$ cat src/rtl/ls_pkg.sv
// rtl/ls_pkg.sv - shared constants, FSM states and request classification for the load/store unit
package ls_pkg;

    localparam int DATA_WIDTH = 32;
    localparam int ADDR_WIDTH = 10;

    localparam logic [2:0] OP_LB  = 3'd0;
    localparam logic [2:0] OP_LH  = 3'd1;
    localparam logic [2:0] OP_LW  = 3'd2;
    localparam logic [2:0] OP_LBU = 3'd3;
    localparam logic [2:0] OP_LHU = 3'd4;
    localparam logic [2:0] OP_SB  = 3'd5;
    localparam logic [2:0] OP_SH  = 3'd6;
    localparam logic [2:0] OP_SW  = 3'd7;

    typedef enum logic [2:0] {
        IDLE,
        RD,
        RWAIT,
        WR,
        RESP
    } state_t;

    function automatic logic is_store(input logic [2:0] op);
        return op >= OP_SB;
    endfunction

    function automatic logic is_misaligned(input logic [2:0] op, input logic [1:0] off);
        case (op)
            OP_LH, OP_LHU, OP_SH: return off[0];
            OP_LW, OP_SW:         return off != 2'b00;
            default:              return 1'b0;
        endcase
    endfunction

endpackage

$ cat src/rtl/ls_align.sv
// rtl/ls_align.sv - big-endian lane extraction/extension for loads and lane merge for sub-word stores
module ls_align
    import ls_pkg::*;
#(
    parameter int DATA_WIDTH = ls_pkg::DATA_WIDTH
) (
    input  logic [DATA_WIDTH-1:0] word,
    input  logic [DATA_WIDTH-1:0] wdata,
    input  logic [1:0]            offset,
    input  logic [2:0]            op,
    output logic [DATA_WIDTH-1:0] load_data,
    output logic [DATA_WIDTH-1:0] store_data
);

    logic [7:0]  byte_lane;
    logic [15:0] half_lane;

    always_comb begin
        byte_lane = word[7:0];
        case (offset)
            2'd0: byte_lane = word[31:24];
            2'd1: byte_lane = word[23:16];
            2'd2: byte_lane = word[15:8];
            2'd3: byte_lane = word[7:0];
            default: byte_lane = word[7:0];
        endcase
        half_lane = offset[1] ? word[15:0] : word[31:16];

        case (op)
            OP_LB:   load_data = {{(DATA_WIDTH-8){byte_lane[7]}}, byte_lane};
            OP_LBU:  load_data = {{(DATA_WIDTH-8){1'b0}}, byte_lane};
            OP_LH:   load_data = {{(DATA_WIDTH-16){half_lane[15]}}, half_lane};
            OP_LHU:  load_data = {{(DATA_WIDTH-16){1'b0}}, half_lane};
            default: load_data = word;
        endcase

        // Sub-word stores replace only their lane; anything else writes the whole word.
        store_data = word;
        case (op)
            OP_SB: begin
                case (offset)
                    2'd0: store_data[31:24] = wdata[7:0];
                    2'd1: store_data[23:16] = wdata[7:0];
                    2'd2: store_data[15:8]  = wdata[7:0];
                    default: store_data[7:0] = wdata[7:0];
                endcase
            end
            OP_SH: begin
                if (offset[1]) store_data[15:0]  = wdata[15:0];
                else           store_data[31:16] = wdata[15:0];
            end
            default: store_data = wdata;
        endcase
    end

endmodule

$ cat src/rtl/load_store_unit.sv
// rtl/load_store_unit.sv - single-outstanding MIPS load/store stage with read-modify-write sub-word stores
module load_store_unit
    import ls_pkg::*;
#(
    parameter int DATA_WIDTH = ls_pkg::DATA_WIDTH,
    parameter int ADDR_WIDTH = ls_pkg::ADDR_WIDTH
) (
    input  logic                  clk,
    input  logic                  rst,
    input  logic                  req_valid,
    output logic                  req_ready,
    input  logic [2:0]            op,
    input  logic [31:0]           addr,
    input  logic [DATA_WIDTH-1:0] wdata,
    output logic                  resp_valid,
    output logic [DATA_WIDTH-1:0] rdata,
    output logic                  misaligned,
    output logic                  mem_cs,
    output logic                  mem_we,
    output logic [ADDR_WIDTH-1:0] mem_addr,
    output logic [DATA_WIDTH-1:0] mem_din,
    input  logic [DATA_WIDTH-1:0] mem_dout
);

    state_t                state, state_next;
    logic                  accept;
    logic [2:0]            op_q;
    logic [1:0]            off_q;
    logic [DATA_WIDTH-1:0] wdata_q;
    logic                  mis_q;
    logic [DATA_WIDTH-1:0] load_word;
    logic [DATA_WIDTH-1:0] merged_word;
    logic                  unused_addr_bits;

    assign unused_addr_bits = ^addr[31:ADDR_WIDTH+2];
    assign accept           = req_valid && req_ready;

    ls_align #(.DATA_WIDTH(DATA_WIDTH)) u_align (
        .word       (mem_dout),
        .wdata      (wdata_q),
        .offset     (off_q),
        .op         (op_q),
        .load_data  (load_word),
        .store_data (merged_word)
    );

    always_ff @(posedge clk) begin
        if (rst) begin
            state    <= IDLE;
            op_q     <= '0;
            off_q    <= '0;
            wdata_q  <= '0;
            mis_q    <= 1'b0;
            rdata    <= '0;
            mem_addr <= '0;
            mem_din  <= '0;
        end else begin
            state <= state_next;
            if (accept) begin
                op_q     <= op;
                off_q    <= addr[1:0];
                wdata_q  <= wdata;
                mis_q    <= is_misaligned(op, addr[1:0]);
                mem_addr <= addr[ADDR_WIDTH+1:2];
                if (op == OP_SW) mem_din <= wdata;
            end
            if (state == RWAIT) begin
                if (is_store(op_q)) mem_din <= merged_word;
                else                rdata   <= load_word;
            end
        end
    end

    always_comb begin
        state_next = state;
        req_ready  = 1'b0;
        resp_valid = 1'b0;
        misaligned = 1'b0;
        mem_cs     = 1'b0;
        mem_we     = 1'b0;
        case (state)
            IDLE: begin
                req_ready = !rst;
                if (accept) begin
                    if (is_misaligned(op, addr[1:0])) state_next = RESP;
                    else if (op == OP_SW)             state_next = WR;
                    else                              state_next = RD;
                end
            end
            RD: begin
                mem_cs     = 1'b1;
                state_next = RWAIT;
            end
            RWAIT: state_next = is_store(op_q) ? WR : RESP;
            WR: begin
                mem_cs     = 1'b1;
                mem_we     = 1'b1;
                state_next = RESP;
            end
            RESP: begin
                resp_valid = 1'b1;
                misaligned = mis_q;
                state_next = IDLE;
            end
            default: state_next = IDLE;
        endcase
    end

endmodule

$ cat config.mk
export PLATFORM = sky130hd
export DESIGN_NAME = load_store_unit
export DESIGN_NICKNAME = d
export VERILOG_FILES = /design/src/rtl/ls_pkg.sv /design/src/rtl/ls_align.sv /design/src/rtl/load_store_unit.sv
export SDC_FILE = /design/constraint.sdc
export NUM_CORES = 1
export LEC_CHECK = 0
export BUFFER_PORTS_ARGS = -buffer_cell sky130_fd_sc_hd__buf_2
export CORE_MARGIN = 2
export CORE_UTILIZATION = 44
export DETAILED_ROUTE_END_ITERATION = 10
export MAX_ROUTING_LAYER = met4
export PLACE_DENSITY = 0.69
export SYNTH_ARGS = -nofsm -noshare
export SYNTH_HDL_FRONTEND = slang
export SYNTH_SLANG_ARGS = --single-unit
$ cat constraint.sdc
create_clock -name clk -period 2.4 [get_ports clk]
set_input_delay 0.36 -clock clk [delete_from_list [all_inputs] [get_ports clk]]
set_output_delay 0.36 -clock clk [all_outputs]
set_load 0.01 [all_outputs]
* After elaboration in Yosys (flattened, before gate mapping) *
Index checks and enable logic that the tools add are counted.

word-level totals
  bits in registers = 115
  input bits = 102

cells by class
  reductions and logical operators = 11
  equal/unequal tests = 18
  $lt $le $gt $ge = 1
  muxes and demuxes = 27
  bitwise operators = 1

operators by type and width
  operator                                                                number
  32-bit 2-to-1 mux                                                       4
  32-bit one-hot mux with 4 select lines                                  1
  32-bit one-hot mux with 2 select lines                                  1
  16-bit 2-to-1 mux                                                       3
  8-bit 2-to-1 mux                                                        4
  8-bit one-hot mux with 4 select lines                                   1
  3-bit equality test (second input constant)                             7
  3-bit by 2-bit equality test with 1-bit output (second input constant)  4
  3-bit one-hot mux with 4 select lines                                   1
  3-bit by 1-bit equality test with 1-bit output (second input constant)  3
  3-bit 2-to-1 mux                                                        3
  1-bit 2-to-1 mux                                                        7
  3-bit zero test                                                         2
  3-bit OR reduction                                                      2
  2-bit equality test (second input constant)                             2
  2-bit OR reduction                                                      2
  3-bit >= comparator (second input constant)                             1
  2-bit by 1-bit equality test with 1-bit output (second input constant)  1
  2-bit zero test                                                         1
  2-bit 2-to-1 mux                                                        1
  2-bit != test (second input constant)                                   1
  1-bit one-hot mux with 2 select lines                                   1
  2-bit AND reduction                                                     1
  2-bit nonzero test                                                      1
  other kinds (3)                                                         3

* Logic depth before layout (Yosys ltp) *
Gate-level depths: netlist of run 1.

  word-level depth = 8
  depth in mapped cells = 8
  gate-level depth less buffers = 4

* Cells and area by module *
A second synthesis of run 1 with hierarchy kept.

second synthesis, totals
  cells, all modules = 902
  area, all modules = 7038.0 um2

by module, submodules not included
  module           instances  cells each  area an instance (um2)  seq. area each (um2)
  load_store_unit  1          591         4913.5                  2302.2
  ls_align         1          311         2124.5                  0.0

* Worst setup path before layout of run 1 *
Ideal clock, no wire load.

  path type = register to register
  start = register state[2]
  end = register mem_din[18]
  slack = 0.664 ns
  data required time = 2.305 ns
  clock period less this slack = 1.736 ns
  stages on the path, launching flop included = 7
  data arrival time = 1.640 ns
  path through = dfxtp_1 -> clkbuf_1 -> nor4_4 -> nand2_1 -> buf_2 -> mux2i_1 -> a221oi_1

between the ends
  word-level cells in the longest chain between the ends = 6
  elaborated cells between the ends (all ways) = 7
  classes of those cells = eq/ne: 1; mux: 4; reduce/logical: 2

ends and longest elaborated chain
  item                      line                   source
  start: declaration        load_store_unit.sv:25  state_t state, state_next;
  start signal: assignment  load_store_unit.sv:58  state <= state_next;
  3-bit zero test (*)       load_store_unit.sv:81  case (state)
  1-bit 2-to-1 mux (*)      load_store_unit.sv:81
  named net req_ready       load_store_unit.sv:11  output logic req_ready,
  1-bit logical AND (*)     load_store_unit.sv:36  assign accept = req_valid && req_ready;
  32-bit 2-to-1 mux (*)     load_store_unit.sv:59  if (accept) begin
  32-bit 2-to-1 mux         load_store_unit.sv:68  if (is_store(op_q)) mem_din <= merged_word;
  32-bit 2-to-1 mux (*)     load_store_unit.sv:67  if (state == RWAIT) begin
  end signal: assignment    load_store_unit.sv:65  if (op == OP_SW) mem_din <= wdata;
  end signal: assignment    load_store_unit.sv:68
  end: declaration          load_store_unit.sv:21  output logic [DATA_WIDTH-1:0] mem_din,

Mark *: on every way through the listed nets, which the timed path passes. The rest lies on a longest branch.
A chain may end at the register's enable or synchronous reset.

* Worst setup path in the final report of run 1 *
  start = register op_q[0]
  end = register mem_din[21]

between the ends
  word-level cells in the longest chain between the ends = 4
  elaborated cells between the ends (all ways) = 6
  classes of those cells = order compare: 1; eq/ne: 2; mux: 3

ends and longest elaborated chain
  item                                    line                   source
  start: declaration                      load_store_unit.sv:27  logic [2:0] op_q;
  start signal: assignment                load_store_unit.sv:60  op_q <= op;
  3-bit equality test                     ls_align.sv:39         case (op)
  32-bit one-hot mux with 2 select lines  ls_align.sv:39
  32-bit 2-to-1 mux (*)                   load_store_unit.sv:68
  32-bit 2-to-1 mux (*)                   load_store_unit.sv:67

Mark *: on every way between the ends. The rest lies on a longest branch, timed or not.

==> results.md, run 1 <==
* Status: finished clean
* Async SR Flop Fraction at 0
* Final setup fails at 0
* Hold Path Depth at 3
* Syn Area/Cell at 8.294 um^2
* Area contributors post-synth: dfxtp_1 36%, nand2_1 8.6%, mux2i_1 8.5%
* Vias per inst at 5.727
* Seq/Total Area, Yosys at 0.3628
* Total GRT Usage at 0.2672
* Post-synthesis cell type count at 55
* Total internal power at 4.124 mW
* Total number of vias at 6,300
* Synth top cells by count: 146 x nand2_1, 115 x dfxtp_1, 57 x nor2_1, 54 x mux2i_1, 33 x clkbuf_1
* Hold-fix buffers, CTS at 0
* MaxCap Viol Count at 0
* Die W at 124.1 um
* IO Pins at 181
* DRT antenna net count at 0
* Main flop type after synthesis: dfxtp_1
* Lkg Pwr at 3.396 nW
* Synth warn at 0
* Area growth from synthesis to layout at 24.75%
* Initial antenna violation count at 0
* Final Skew at 0.008846 ns
* WP data required at 2.68 ns
* Grt ovf at 0
* Critical Path Source Type: flip-flop
* Type of destination of the critical path: flip-flop
* Sequential share of power at 0.375
* Area share of the largest cell type after synthesis at 0.3628
* Post-synth EDFFs at 0
* Switching power at 1.543 mW
* Area of the multi-input gates at 3726 um^2
* CTS tree: built
* CTS Sinks at 115
* Routability congestion estimate from global placement at 0.9337
* Routed WL at 19.89 mm
* Place WS at 0.3604 ns
* DRC viols at 0
* Cell taking the most area after synthesis: dfxtp_1
* Crit Path Category: reg2reg
* Final Max Tran Viols at 0
* Initial Util at 0.4536
* CTS buffer count at 17
* Hold Crit Class: in2reg
* Share of cells above drive strength 1 at 0.2826
* Die Height at 124.1 um
* Slew headroom at 0.5528
* Final worst path period need at 2.087 ns
* Fin Hold WS at 0.1202 ns
* Worst-Skew Late Latency at 0.42 ns
* HPWL Detailed at 14.34 mm
* Fillers at 1,377
* Switch share at 0.2723
* Clock share of power at 0.458
* CTS HTree Levels at 4
* First-pass GRT wire length at 30.30 mm
* Largest net degree at the start of global routing at 45
* Worst Tran Pin Value at 0.6663 ns
* Fin nets at 1,010
* DIE AREA at 15,400 um^2
* Ant diodes at 0
* Worst R2R Setup Slack at 0.31 ns
* DRT Pass-1 Iters at 5
* Crit Reg-Reg Startpoint: op_q[0]
* Post-CTS setup buffers at 0
* Maximum fanout along the worst path at 18
* Logic gate share of total power at 0.166
* Mapped cell area at 6345 um^2
* #FFs+latches synth at 115
* Worst Min Path Start: addr[7]
* Fin. Hold Viols at 0
* Gate Count Post-Synth at 765
* Longest Clk Path Bufs at 2
* R2r endpoint: mem_din[21]
* Clk pin slew, worst setup/hold paths at 0.05 ns
* Pwr/cell area at 716.0 nW/um^2
* Setup ws final at 0.3135 ns
* Final Cycle Share at 0.8694
* WL/cell at 18.08 um
* R2R depth at 4
* Clock root buffer: clkbuf_16
* Syn Nets at 867
* RSZ-0062 raised after global routing: false
* DRT iter0 DRCs at 538
* Worst Hold Path EP: mem_addr[5]
* Final TNS setup at 0 ns
* Reg area at 2303 um^2
* Number of global-route vias before repair at 5,715
* Core Rows at 43
* Peak supply drop at 0.5118 mV
* PostCTS Resize Cnt at 0
* Top-count cell post-synth: nand2_1
* Max Fclk at 0.4793 GHz
* Buffers on Ports at 160
* Area of the core at 13,990 um^2
* Crit path DAT at 2.36 ns
[stage by stage]
step | power (mW) | util | cell area, um^2 | cells
floorplan | 2.747 | - | 6345 | 765
global placement | 3.083 | 0.5227 | 7312 | 1069
detailed placement | 3.094 | 0.5227 | 7312 | 1069
CTS | 5.700 | 0.5658 | 7915 | 1100
global route | 5.898 | 0.5658 | 7915 | 1100
finish | 5.667 | 0.5658 | 7915 | 1100
[cell usage in the layout (no fill, tap or decap), types with 10 or more instances in the layout]
| master | count |
|---|---|
| buf_2 | 160 |
| a221oi_1 | 16 |
| mux2i_1 | 54 |
| nor2b_1 | 12 |
| nand3_1 | 18 |
| mux2_2 | 18 |
| nand2b_1 | 29 |
| a32oi_1 | 13 |
| o21ai_0 | 20 |
| o211ai_1 | 15 |
| nand3b_1 | 30 |
| o22ai_1 | 11 |
| buf_4 | 31 |
| a211oi_1 | 15 |
| and2_1 | 12 |
| a21oi_1 | 17 |
| nor2_1 | 57 |
| nor3_1 | 15 |
| a211oi_2 | 10 |
| nand2_1 | 146 |
| dfxtp_1 | 114 |
| a311oi_1 | 10 |
| clkbuf_16 | 17 |
[layout make-up]
| type | count | share of cell area |
|---|---|---|
| well taps | 180 | 0.02845 |
| clock inverters | 9 | 0.01628 |
| inverters | 1 | 0.0004742 |
| flip-flops and latches | 115 | 0.2910 |
| clock buffers | 22 | 0.05991 |
| multi-input cells | 581 | 0.4708 |
| repair buffers | 192 | 0.1331 |
[routing by layer]
metal,global-route usage,share of wire,up-vias,wire length [um]
met1,0.3495,0.45,2973,8870
met5,-,0,-,0
met2,0.4095,0.46,243,9098
met3,0.06319,0.075,34,1501
met4,0.08357,0.021,0,417
li1,-,-,3050,-
[power by group through the flow]
stage / clock [mW] / combinational (mW) / sequential [mW]
global route: 2.73 / 1.03 / 2.14
detailed placement: 0 / 0.931 / 2.16
global placement: 0 / 0.923 / 2.16
floorplan: 0 / 0.614 / 2.13
finish: 2.60 / 0.942 / 2.13
CTS: 2.64 / 0.938 / 2.12
[state kept, by name, summed over array words and instances (netlist names)]
register,cells
wdata_q,32
mem_din,32
mis_q,1
op_q,3
mem_addr,10
off_q,2
state,3
rdata,32
[worst max-delay path by stage]
stage	end	startpoint	cells after the start	slack, ns
finish	mem_din[21]	op_q[0]	4	0.31
global route	mem_din[23]	op_q[0]	4	0.21
CTS	mem_din[21]	op_q[0]	4	0.30
detailed placement	mem_din[22]	op_q[0]	4	0.36
global placement	mem_din[21]	op_q[0]	4	0.40
floorplan	mem_din[18]	state[2]	6	0.66
[worst max-delay path, stage by stage (launching register included)]
cell	delay [ns]
dfxtp_1	0.72
o21a_1	0.24
nand2_1	0.33
a211oi_1	0.49
a221oi_1	0.16
[logic make-up after synthesis]
family                 synth area share
XOR/XNOR                       0.005523
buffers and inverters           0.05009
multiplexers                     0.1207
flip-flops                       0.3628
AND/OR/NAND/NOR                  0.2589
AO/OA/AOI/OAI                    0.2019
(Power assumes the default switching activity.)
==> run 2, diff against run 1 <==
--- a/config.mk
+++ b/config.mk
@@ -6,11 +6,13 @@
 export NUM_CORES = 1
 export LEC_CHECK = 0
 export BUFFER_PORTS_ARGS = -buffer_cell sky130_fd_sc_hd__buf_2
+export CELL_PAD_IN_SITES_DETAIL_PLACEMENT = 1
+export CELL_PAD_IN_SITES_GLOBAL_PLACEMENT = 2
 export CORE_MARGIN = 2
-export CORE_UTILIZATION = 44
+export CORE_UTILIZATION = 30
 export DETAILED_ROUTE_END_ITERATION = 10
 export MAX_ROUTING_LAYER = met4
-export PLACE_DENSITY = 0.69
+export PLACE_DENSITY_LB_ADDON = 0.1
 export SYNTH_ARGS = -nofsm -noshare
 export SYNTH_HDL_FRONTEND = slang
 export SYNTH_SLANG_ARGS = --single-unit
==> run 2 against run 1 <==
Die area is 45% higher; global-route usage is 4.2 points lower; clock skew hardly changed; first-iteration DRC count is 33% lower; sequential power hardly changed; worst hold slack worse by 0.0011 ns; register-to-register slack worse by 0.07 ns; power is 4.6% higher; sequential share of layout area is 0.72 points lower; critical path depth stayed put; non-clock buffer count is 5 higher; final cell count is 9.3% higher.
==> results.md, run 2 (synthesis results as in run 1) <==
* Status: finished clean (unchanged)
* Critical Path Source Type: flip-flop (unchanged)
* Vias per inst at 5.314 (was 5.727)
* Total internal power at 4.270 mW (was 4.124 mW)
* Switching power at 1.656 mW (was 1.543 mW)
* Largest net degree at the start of global routing at 57 (was 45)
* Initial Util at 0.3037 (was 0.4536)
* Worst R2R Setup Slack at 0.25 ns (was 0.31 ns)
* Maximum fanout along the worst path at 17 (was 18)
* Clk pin slew, worst setup/hold paths at 0.06 ns (was 0.05 ns)
* Share of cells above drive strength 1 at 0.2873 (was 0.2826)
* Longest Clk Path Bufs at 2 (unchanged)
* Crit path DAT at 2.49 ns (was 2.36 ns)
* Most frequent cells in the layout: 159 x buf_2, 146 x nand2_1, 114 x dfxtp_1, 57 x nor2_1, 54 x mux2i_1 (was 160 x buf_2, 146 x nand2_1, 114 x dfxtp_1, 57 x nor2_1, 54 x mux2i_1)
* Most common cell after layout, fill and taps aside: buf_2 (unchanged)
* Routability congestion estimate from global placement at 0.8184 (was 0.9337)
* Core Rows at 53 (was 43)
* Hold Crit Class: in2reg (unchanged)
* Switch share at 0.2794 (was 0.2723)
* Final TNS setup at 0 ns (unchanged)
* Hold-fix buffers, CTS at 0 (unchanged)
* Worst-Skew Late Latency at 0.42 ns (about the same)
* CTS buffer count at 17 (unchanged)
* WL/cell at 20.37 um (was 18.08 um)
* Die W at 149.4 um (was 124.1 um)
* Final setup fails at 0 (unchanged)
* Area of the core at 20,890 um^2 (was 13,990 um^2)
* Post-CTS setup buffers at 0 (unchanged)
* HPWL Detailed at 17.93 mm (was 14.34 mm)
* First-pass GRT wire length at 37.24 mm (was 30.30 mm)
* Clock share of power at 0.473 (was 0.458)
* Lkg Pwr at 3.443 nW (was 3.396 nW)
* Slew headroom at 0.4719 (was 0.5528)
* Number of global-route vias before repair at 6,413 (was 5,715)
* Fin Hold WS at 0.1191 ns (was 0.1202 ns)
* MaxCap Viol Count at 0 (unchanged)
* Total GRT Usage at 0.2250 (was 0.2672)
* Die Height at 149.4 um (was 124.1 um)
* Final worst path period need at 2.153 ns (was 2.087 ns)
* Area growth from synthesis to layout at 27.90% (was 24.75%)
* Worst Tran Pin Value at 0.7869 ns (was 0.6663 ns)
* Type of destination of the critical path: flip-flop (unchanged)
* DRT iter0 DRCs at 360 (was 538)
* Final Max Tran Viols at 0 (unchanged)
* DRT Pass-1 Iters at 5 (unchanged)
* CTS Sinks at 115 (unchanged)
* Pwr/cell area at 730.1 nW/um^2 (was 716.0 nW/um^2)
* Grt ovf at 0 (unchanged)
* Max Fclk at 0.4644 GHz (was 0.4793 GHz)
* RSZ-0062 raised after global routing: false (unchanged)
* CTS HTree Levels at 4 (unchanged)
* DRT antenna net count at 0 (unchanged)
* IO Pins at 181 (unchanged)
* Routed WL at 24.49 mm (was 19.89 mm)
* Initial antenna violation count at 1 (was 0)
* Logic gate share of total power at 0.166 (about the same)
* Fin. Hold Viols at 0 (unchanged)
* CTS tree: built (unchanged)
* Final Skew at 0.009204 ns (was 0.008846 ns)
* PostCTS Resize Cnt at 0 (unchanged)
* DIE AREA at 22,330 um^2 (was 15,400 um^2)
* Buffers on Ports at 160 (unchanged)
* Crit Path Category: reg2reg (unchanged)
* Sequential share of power at 0.360 (was 0.375)
* DRC viols at 0 (unchanged)
* Total number of vias at 6,388 (was 6,300)
* Peak supply drop at 0.4196 mV (was 0.5118 mV)
* Final Cycle Share at 0.8972 (was 0.8694)
* Fin nets at 1,015 (was 1,010)
* Clock root buffer: clkbuf_16 (unchanged)
* Largest registers: mem_din: 32 flops, rdata: 32 flops, wdata_q: 32 flops (unchanged)
* WP data required at 2.74 ns (was 2.68 ns)
[run 2: cell count changes in the layout (fill, tap and decap cells not counted), sizes merged]
| cell | change |
|---|---|
| buf | +5 |
| clkinv | +4 |
| clkbuf | -3 |
| bufinv | +2 |
| clkinvlp | -2 |
| diode | +1 |
[run 2: worst paths after layout]
kind                            cells past startpoint          end   startpoint
worst max-delay path                                4   mem_din[8]      op_q[1]
worst min register to register                      2  wdata_q[31]  wdata_q[31]
worst max register to register                      4   mem_din[8]      op_q[1]
worst min-delay path                                3  mem_addr[8]     addr[10]
[run 2: cell type report]
class	count	area, um^2
clock buffer	19	432.9
clock inverter	13	209.0
fill	2542	12770
sequential	115	2303
inverter	1	3.754
tap	275	344.1
multi-input combinational	581	3726
timing repair buffer	197	1094
antenna	1	2.502
[run 2: worst max-delay path: stages (launching register included)]
cell and delay, ns:
dfxtp_1 0.72, nor2b_1 0.29, o21ai_1 0.70, nand2b_1 0.14
a32oi_1 0.22
[run 2: stage by stage]
step	power, mW	instances	setup slack, ns	utilization	instance area (um^2)
final	5.925	1202	0.2468	0.3885	8115
after detailed placement	3.157	1169	0.2845	0.3577	7471
after CTS	5.995	1201	0.2779	0.3884	8113
after global routing	6.177	1202	0.04955	0.3885	8115
after floorplan	2.747	765	0.6644	-	6345
after global placement	3.129	1169	0.3766	0.3577	7471
[run 2: per-layer routing]
metal / GRT usage / wire, um / vias up
met5: - / 0 / -
met4: 0.05429 / 327 / 0
met3: 0.03872 / 854 / 25
met2: 0.3495 / 11510 / 153
met1: 0.3054 / 11790 / 3154
li1: - / - / 3056
[run 2: power groups by stage]
stage	Combinational, mW	Clock (mW)	Sequential (mW)
floorplan	0.614	0	2.13
finish	0.986	2.81	2.13
global placement	0.963	0	2.17
global route	1.08	2.95	2.15
detailed placement	0.985	0	2.17
CTS	0.990	2.87	2.13
